--- config.mk ---
export PLATFORM = sky130hd
export DESIGN_NAME = pwm_multi_channel
export DESIGN_NICKNAME = d
export VERILOG_FILES = /design/src/rtl/pwm_multi_channel.sv
export SDC_FILE = /design/constraint.sdc
export NUM_CORES = 1
export LEC_CHECK = 0
export BUFFER_PORTS_ARGS = -buffer_cell sky130_fd_sc_hd__buf_2
export CAP_MARGIN = 40
export CORE_MARGIN = 2
export CORE_UTILIZATION = 34
export CTS_CLUSTER_DIAMETER = 50
export DETAILED_ROUTE_END_ITERATION = 10
export GPL_ROUTABILITY_DRIVEN = 0
export PLACE_DENSITY = 0.56
export SLEW_MARGIN = 15
export SYNTH_ARGS = -nofsm -noshare
export SYNTH_HDL_FRONTEND = slang
export SYNTH_SLANG_ARGS = --single-unit
--- constraint.sdc ---
create_clock -name clk -period 4.3 [get_ports clk]
set_input_delay 0.215 -clock clk [delete_from_list [all_inputs] [get_ports clk]]
set_output_delay 0.215 -clock clk [all_outputs]
set_load 0.05 [all_outputs]
--- src/rtl/pwm_multi_channel.sv ---
// -----------------------------------------------------------------------------
// pwm_multi_channel
//
// Multi-channel PWM generator. All channels share one prescaler and one period
// counter. The counter runs edge-aligned (sawtooth) or center-aligned
// (triangle). Period and duty writes go into pending registers. They are
// copied to the active registers only at a period boundary, so a write never
// produces a truncated or doubled pulse.
//
// Ports
//   clk        : single clock, all logic on its rising edge
//   rst_n      : asynchronous active-low reset
//   en         : global run enable (0 = idle, outputs show pol)
//   center     : 0 = edge-aligned, 1 = center-aligned
//   prescale   : counter advances once every prescale+1 clocks
//   period_we  : write strobe for the pending period
//   period_in  : period value
//   duty_we    : write strobe for one channel's pending duty
//   duty_ch    : channel index for duty_we (indices >= N_CH are ignored)
//   duty_in    : duty value
//   pol        : per-channel inversion (1 = active-low)
//   pwm_out    : registered PWM outputs
//   period_end : one-clock pulse after each period boundary
//
// Write interface: period_we / duty_we are single-cycle strobes with no
// backpressure. Data is captured on every rising edge where the strobe is
// high. There is no ready signal, and a write is never refused (except an
// out-of-range duty_ch, which is dropped).
// -----------------------------------------------------------------------------
module pwm_multi_channel #(
    parameter int N_CH  = 4,
    parameter int CNT_W = 8,
    parameter int PRE_W = 8
) (
    input  logic                                       clk,
    input  logic                                       rst_n,
    input  logic                                       en,
    input  logic                                       center,
    input  logic [PRE_W-1:0]                           prescale,
    input  logic                                       period_we,
    input  logic [CNT_W-1:0]                           period_in,
    input  logic                                       duty_we,
    input  logic [((N_CH > 1) ? $clog2(N_CH) : 1)-1:0] duty_ch,
    input  logic [CNT_W-1:0]                           duty_in,
    input  logic [N_CH-1:0]                            pol,
    output logic [N_CH-1:0]                            pwm_out,
    output logic                                       period_end
);

    logic [PRE_W-1:0] pre_q, pre_d;
    logic [CNT_W-1:0] cnt_q, cnt_d;
    logic             dir_up_q, dir_up_d;
    logic [CNT_W-1:0] period_pend_q, period_pend_d;
    logic [CNT_W-1:0] period_act_q, period_act_d;
    logic [CNT_W-1:0] duty_pend_q [N_CH];
    logic [CNT_W-1:0] duty_pend_d [N_CH];
    logic [CNT_W-1:0] duty_act_q  [N_CH];
    logic [CNT_W-1:0] duty_act_d  [N_CH];
    logic [N_CH-1:0]  pwm_q, pwm_d;
    logic             period_end_q, period_end_d;

    logic tick;
    logic boundary;
    logic update_act;

    // Prescaler and period counter.
    always_comb begin
        // '>=' rather than '==' so that lowering prescale on the fly cannot
        // strand the prescaler above the new limit for 2^PRE_W clocks.
        tick     = en && (pre_q >= prescale);
        pre_d    = '0;
        cnt_d    = cnt_q;
        dir_up_d = dir_up_q;
        boundary = 1'b0;

        if (!en) begin
            cnt_d    = '0;
            dir_up_d = 1'b1;
        end else begin
            pre_d = tick ? '0 : pre_q + 1'b1;
            if (tick) begin
                if (period_act_q == '0) begin
                    // Degenerate period: every tick is a boundary.
                    cnt_d    = '0;
                    dir_up_d = 1'b1;
                    boundary = 1'b1;
                end else if (!center) begin
                    dir_up_d = 1'b1;
                    // '>=' also covers cnt above a freshly shrunk period.
                    if (cnt_q >= period_act_q) begin
                        cnt_d    = '0;
                        boundary = 1'b1;
                    end else begin
                        cnt_d = cnt_q + 1'b1;
                    end
                end else if (dir_up_q && (cnt_q < period_act_q)) begin
                    cnt_d = cnt_q + 1'b1;
                end else begin
                    // Turn point or descending slope. At the top the count
                    // steps straight down, so the peak is not repeated.
                    if (cnt_q <= CNT_W'(1)) begin
                        cnt_d    = '0;
                        dir_up_d = 1'b1;
                        boundary = 1'b1;
                    end else begin
                        cnt_d    = cnt_q - 1'b1;
                        dir_up_d = 1'b0;
                    end
                end
            end
        end
    end

    // Shadow registers and output compare.
    assign update_act = !en || boundary;

    always_comb begin
        period_pend_d = period_we ? period_in : period_pend_q;
        // Active takes the pending value from before this edge. A write that
        // lands on a boundary is therefore applied one boundary later.
        period_act_d  = update_act ? period_pend_q : period_act_q;
        for (int i = 0; i < N_CH; i++) begin
            duty_pend_d[i] = (duty_we && (int'(duty_ch) == i)) ? duty_in : duty_pend_q[i];
            duty_act_d[i]  = update_act ? duty_pend_q[i] : duty_act_q[i];
            pwm_d[i]       = en ? ((cnt_q < duty_act_q[i]) ^ pol[i]) : pol[i];
        end
        period_end_d = boundary;
    end

    always_ff @(posedge clk or negedge rst_n) begin
        if (!rst_n) begin
            pre_q         <= '0;
            cnt_q         <= '0;
            dir_up_q      <= 1'b1;
            period_pend_q <= '1;
            period_act_q  <= '1;
            for (int i = 0; i < N_CH; i++) begin
                duty_pend_q[i] <= '0;
                duty_act_q[i]  <= '0;
            end
            pwm_q         <= '0;
            period_end_q  <= 1'b0;
        end else begin
            pre_q         <= pre_d;
            cnt_q         <= cnt_d;
            dir_up_q      <= dir_up_d;
            period_pend_q <= period_pend_d;
            period_act_q  <= period_act_d;
            for (int i = 0; i < N_CH; i++) begin
                duty_pend_q[i] <= duty_pend_d[i];
                duty_act_q[i]  <= duty_act_d[i];
            end
            pwm_q         <= pwm_d;
            period_end_q  <= period_end_d;
        end
    end

    assign pwm_out    = pwm_q;
    assign period_end = period_end_q;

endmodule

==> results_tabular.tex <==
\begin{tabular}{lr}
\hline
Metric & Value \\
\hline
\multicolumn{2}{l}{\textbf{STA}} \\
\quad Final clock period utilization by the worst path & 0.7382 \\
\quad Worst Clk Skew & 0.005639 ns \\
\quad Number of hold violations in the final report & 0 \\
\quad Upper clock frequency limit & 315.0 MHz \\
\quad Max transition margin & 0.4505 \\
\quad Number of setup violations in the final report & 0 \\
\quad Final critical delay including setup and external delays & 3.174 ns \\
\quad Transition time at the pin with the least slew margin & 0.8221 ns \\
\quad RSZ-0062 raised after global routing & no \\
\quad Fin Setup TNS & 0 ns \\
\quad Final max-slew violation count & 0 \\
\quad Final critical-path setup slack & 1.126 ns \\
\multicolumn{2}{l}{\textbf{Clocking}} \\
\quad Clock slew at the register clock pins of the worst setup and hold paths & 0.07 ns \\
\quad Maximum level of the CTS H-tree & 3 \\
\quad TritonCTS clock tree & built \\
\quad Clock tree sinks & 102 \\
\quad Clock Tree Root & sky130\_fd\_sc\_hd\_\_clkbuf\_16 \\
\quad Post-cts repair resize count & 0 \\
\quad Source-to-sink clock delay at the later pin of the worst-skew pair & 0.35 ns \\
\quad Total of hold buffers inserted after clock tree synthesis & 1 \\
\quad Maximum root-to-sink buffer count & 2 \\
\quad Number of buffers created by CTS & 9 \\
\quad Postcts setup bufs & 0 \\
\multicolumn{2}{l}{\textbf{Placement}} \\
\quad Port bufs & 40 \\
\quad Post-DP Area & 5894 sq um \\
\quad Dpl hpwl & 7.997 mm \\
\quad Setup WS pre-CTS & 1.126 ns \\
\multicolumn{2}{l}{\textbf{Run status}} \\
\quad Outcome & finished, final reports clean \\
\multicolumn{2}{l}{\textbf{Critical path}} \\
\quad Critical-path cell list & ha\_1 > nor2b\_1 > o211ai\_1 > a311oi\_1 > nor2\_1 > a31oi\_4 > buf\_4 > mux2\_2 \\
\quad Startpoint-to-endpoint class of the critical path & reg2reg \\
\quad Worst reg-to-reg setup slack & 1.13 ns \\
\quad Required time worst endpoint & 4.53 ns \\
\quad Worst Path Arrival & 3.41 ns \\
\quad Kind of capture point of the worst setup path & flop \\
\quad Slowest CP cell & sky130\_fd\_sc\_hd\_\_dfrtp\_1 \\
\quad Element type at the critical path start & flop \\
\quad Critical path's largest stage delay & 0.56 ns \\
\quad End of the worst register-to-register path & duty\_act\_q[2] \\
\quad Max Fanout on Critical Path & 40 \\
\quad Reg2Reg Depth & 8 \\
\quad Startpoint of the most critical register-to-register path & cnt\_q[1] \\
\multicolumn{2}{l}{\textbf{Synthesis}} \\
\quad Number of distinct library cells after synthesis & 47 \\
\quad Post-synth ARST share & 1.000 \\
\quad Sequential area share after synthesis & 0.4691 \\
\quad Syn avg cell area & 11.62 sq um \\
\quad Number of synthesized flops with an enable pin & 0 \\
\quad Yosys top cell by area & sky130\_fd\_sc\_hd\_\_dfrtp\_1 \\
\quad Number of storage elements in the synthesis netlist & 102 \\
\quad Post-Synthesis Cells & 472 \\
\quad Post-synth top area share & 0.3877 \\
\quad Count of synthesis-stage warnings from yosys & 0 \\
\quad Post-Syn Nets & 556 \\
\quad Predominant post-synthesis flop cell & sky130\_fd\_sc\_hd\_\_dfrtp\_1 \\
\quad Summed instance area of the synthesized netlist & 5487 sq um \\
\quad Synth top area cells & sky130\_fd\_sc\_hd\_\_dfrtp\_1, sky130\_fd\_sc\_hd\_\_mux2\_2, sky130\_fd\_sc\_hd\_\_ha\_1, sky130\_fd\_sc\_hd\_\_dfstp\_2, sky130\_fd\_sc\_hd\_\_inv\_1 \\
\multicolumn{2}{l}{\textbf{Drt}} \\
\quad Number of nets with antenna violations after routing & 0 \\
\quad Routed vias/inst & 5.023 \\
\quad Post-route DRC violation count & 0 \\
\quad Total detailed-routing wirelength & 11.19 mm \\
\quad Pre-antenna DRT Iters & 4 \\
\quad Detailed router's first-iteration violation count & 197 \\
\quad Total vias in the final route & 3697 \\
\quad Routed length per instance & 15.21 um \\
\multicolumn{2}{l}{\textbf{Power}} \\
\quad Leak Pwr & 2.968 nW \\
\quad Pwr per Cell Area & 408.2 nW/um\^{}2 \\
\quad Worst-case vdd ir drop & 0.0002006 V \\
\multicolumn{2}{l}{\textbf{Cells and area}} \\
\quad FILL cells & 1552 \\
\quad Most common cell after layout, fill and taps aside & sky130\_fd\_sc\_hd\_\_dfrtp\_1 \\
\quad Synth-to-Final Area Change & 13.52\% \\
\quad Share of cells above drive strength 1 & 0.3096 \\
\quad Commonest cells after routing, fill and taps aside & sky130\_fd\_sc\_hd\_\_dfrtp\_1, sky130\_fd\_sc\_hd\_\_mux2\_2, sky130\_fd\_sc\_hd\_\_inv\_1, sky130\_fd\_sc\_hd\_\_ha\_1, sky130\_fd\_sc\_hd\_\_buf\_2 \\
\quad Fin area & 6228 sq um \\
\quad Nets & 599 \\
\quad \# diodes & 0 \\
\multicolumn{2}{l}{\textbf{Job}} \\
\quad Max Cap Viol & 0 \\
\multicolumn{2}{l}{\textbf{Worst hold path}} \\
\quad Type of the worst min-delay path & in2reg \\
\quad Start point of the worst hold path & pol[0] \\
\quad Worst Hold Endpoint & pwm\_out[0] \\
\quad Hold path cells & 2 \\
\multicolumn{2}{l}{\textbf{Global route}} \\
\quad Maximum number of pins on one net before global-route repair & 67 \\
\quad Global-route usage over all layers & 0.1432 \\
\quad Number of antenna violations at the first check in global routing & 1 \\
\quad Number of global-route vias before repair & 3821 \\
\quad First-pass GRT wire length & 18.85 mm \\
\quad Gr ovfl total & 0 \\
\multicolumn{2}{l}{\textbf{Floorplan}} \\
\quad Core footprint & 15830 sq um \\
\quad Die span in y & 131.0 um \\
\quad Starting density of the core & 0.3466 \\
\quad FP Rows & 46 \\
\quad I/O pins & 41 \\
\quad Die area & 17170 sq um \\
\quad DIE WIDTH & 131.0 um \\
\hline
\end{tabular}
==> power breakdown <==
part	switching (mW)	internal, mW	leakage [nW]
registers	0.103	1.16	1.22
logic	0.223	0.247	1.60
clock network	0.348	0.460	0.148
==> registers in the layout, indices dropped and copies added (netlist names) <==
register,cells
pwm_out,4
duty_act_q,32
duty_pend_q,32
pre_q,8
period_act_q,8
cnt_q,8
period_end,1
period_pend_q,8
dir_up_q,1
==> area by class of cell <==
class / count / area (sq um) / area share
Multi-Input combinational cell: 308 / 2641 / 0.4241
Sequential cell: 102 / 2574 / 0.4132
Clock buffer: 14 / 285.3 / 0.04580
Tap cell: 216 / 270.3 / 0.04339
Timing Repair Buffer: 45 / 262.8 / 0.04219
Inverter: 49 / 183.9 / 0.02953
Clock inverter: 2 / 11.26 / 0.001808
==> how the worst max path moves through the flow <==
stage | startpoint | end | slack, ns | depth (start not counted)
global placement | cnt_q[5] | duty_act_q[11] | 1.19 | 6
CTS | cnt_q[5] | duty_act_q[30] | 1.11 | 6
finish | cnt_q[1] | duty_act_q[2] | 1.13 | 8
global route | cnt_q[0] | duty_act_q[26] | 0.86 | 9
detailed placement | cnt_q[5] | duty_act_q[30] | 1.13 | 6
floorplan | cnt_q[5] | duty_act_q[15] | 1.56 | 7
==> routing by layer <==
layer,vias to the layer above,routed length [um],track usage
li1,1762,-,-
met1,1849,5064,0.1767
met2,64,5407,0.2365
met3,22,372,0.02606
met4,0,348,0.08135
met5,-,0,0
==> logic make-up (layout without fill, tap and decap cells) <==
kind of cell               after synthesis  count (layout)  synth area share
AOI/OAI and AO/OA                       71              71           0.09076
muxes                                   83              83            0.1701
DFF                                    102             102            0.4691
adders and majority gates               48              48            0.1095
and+or+nand+nor                         95              95           0.09350
buffers and inverters                   62             110           0.04949
xor gates and xnor gates                11              11           0.01756
==> through the flow <==
stage                 util  cells  total power, mW  hold WS (ns)
finish              0.3935    736            2.542       0.04535
global route        0.3935    736            2.698       0.04033
CTS                 0.3918    735            2.581       0.03083
detailed placement  0.3724    718            1.758        0.3681
global placement    0.3724    718            1.733        0.3503
floorplan                -    472            1.600      -0.08059
==> worst max-delay path: cells and delay by family, from the launching register on <==
kind / cells / cell delay (ns)
mux: 1 / 0.40
fa+ha+maj: 1 / 0.39
compound gates: 3 / 0.88
buf+inv: 1 / 0.48
flops: 1 / 0.56
simple gates: 2 / 0.33
==> cells in the mapped netlist, types with 5 or more instances <==
master / number
sky130_fd_sc_hd__and2_1: 6
sky130_fd_sc_hd__a21oi_1: 11
sky130_fd_sc_hd__a21o_1: 10
sky130_fd_sc_hd__inv_1: 49
sky130_fd_sc_hd__xnor2_1: 6
sky130_fd_sc_hd__o21ai_0: 11
sky130_fd_sc_hd__mux2_2: 81
sky130_fd_sc_hd__nand2_1: 16
sky130_fd_sc_hd__nand2b_1: 6
sky130_fd_sc_hd__a211oi_1: 6
sky130_fd_sc_hd__nand3_1: 18
sky130_fd_sc_hd__clkbuf_1: 7
sky130_fd_sc_hd__xor2_1: 5
sky130_fd_sc_hd__o211ai_1: 7
sky130_fd_sc_hd__a31oi_1: 5
sky130_fd_sc_hd__dfstp_2: 17
sky130_fd_sc_hd__o21a_1: 5
sky130_fd_sc_hd__and3_1: 5
sky130_fd_sc_hd__dfrtp_1: 85
sky130_fd_sc_hd__nor2b_1: 5
sky130_fd_sc_hd__buf_6: 5
sky130_fd_sc_hd__ha_1: 48
sky130_fd_sc_hd__nor2_1: 17
No activity file was read; power rests on OpenSTA's default activity.
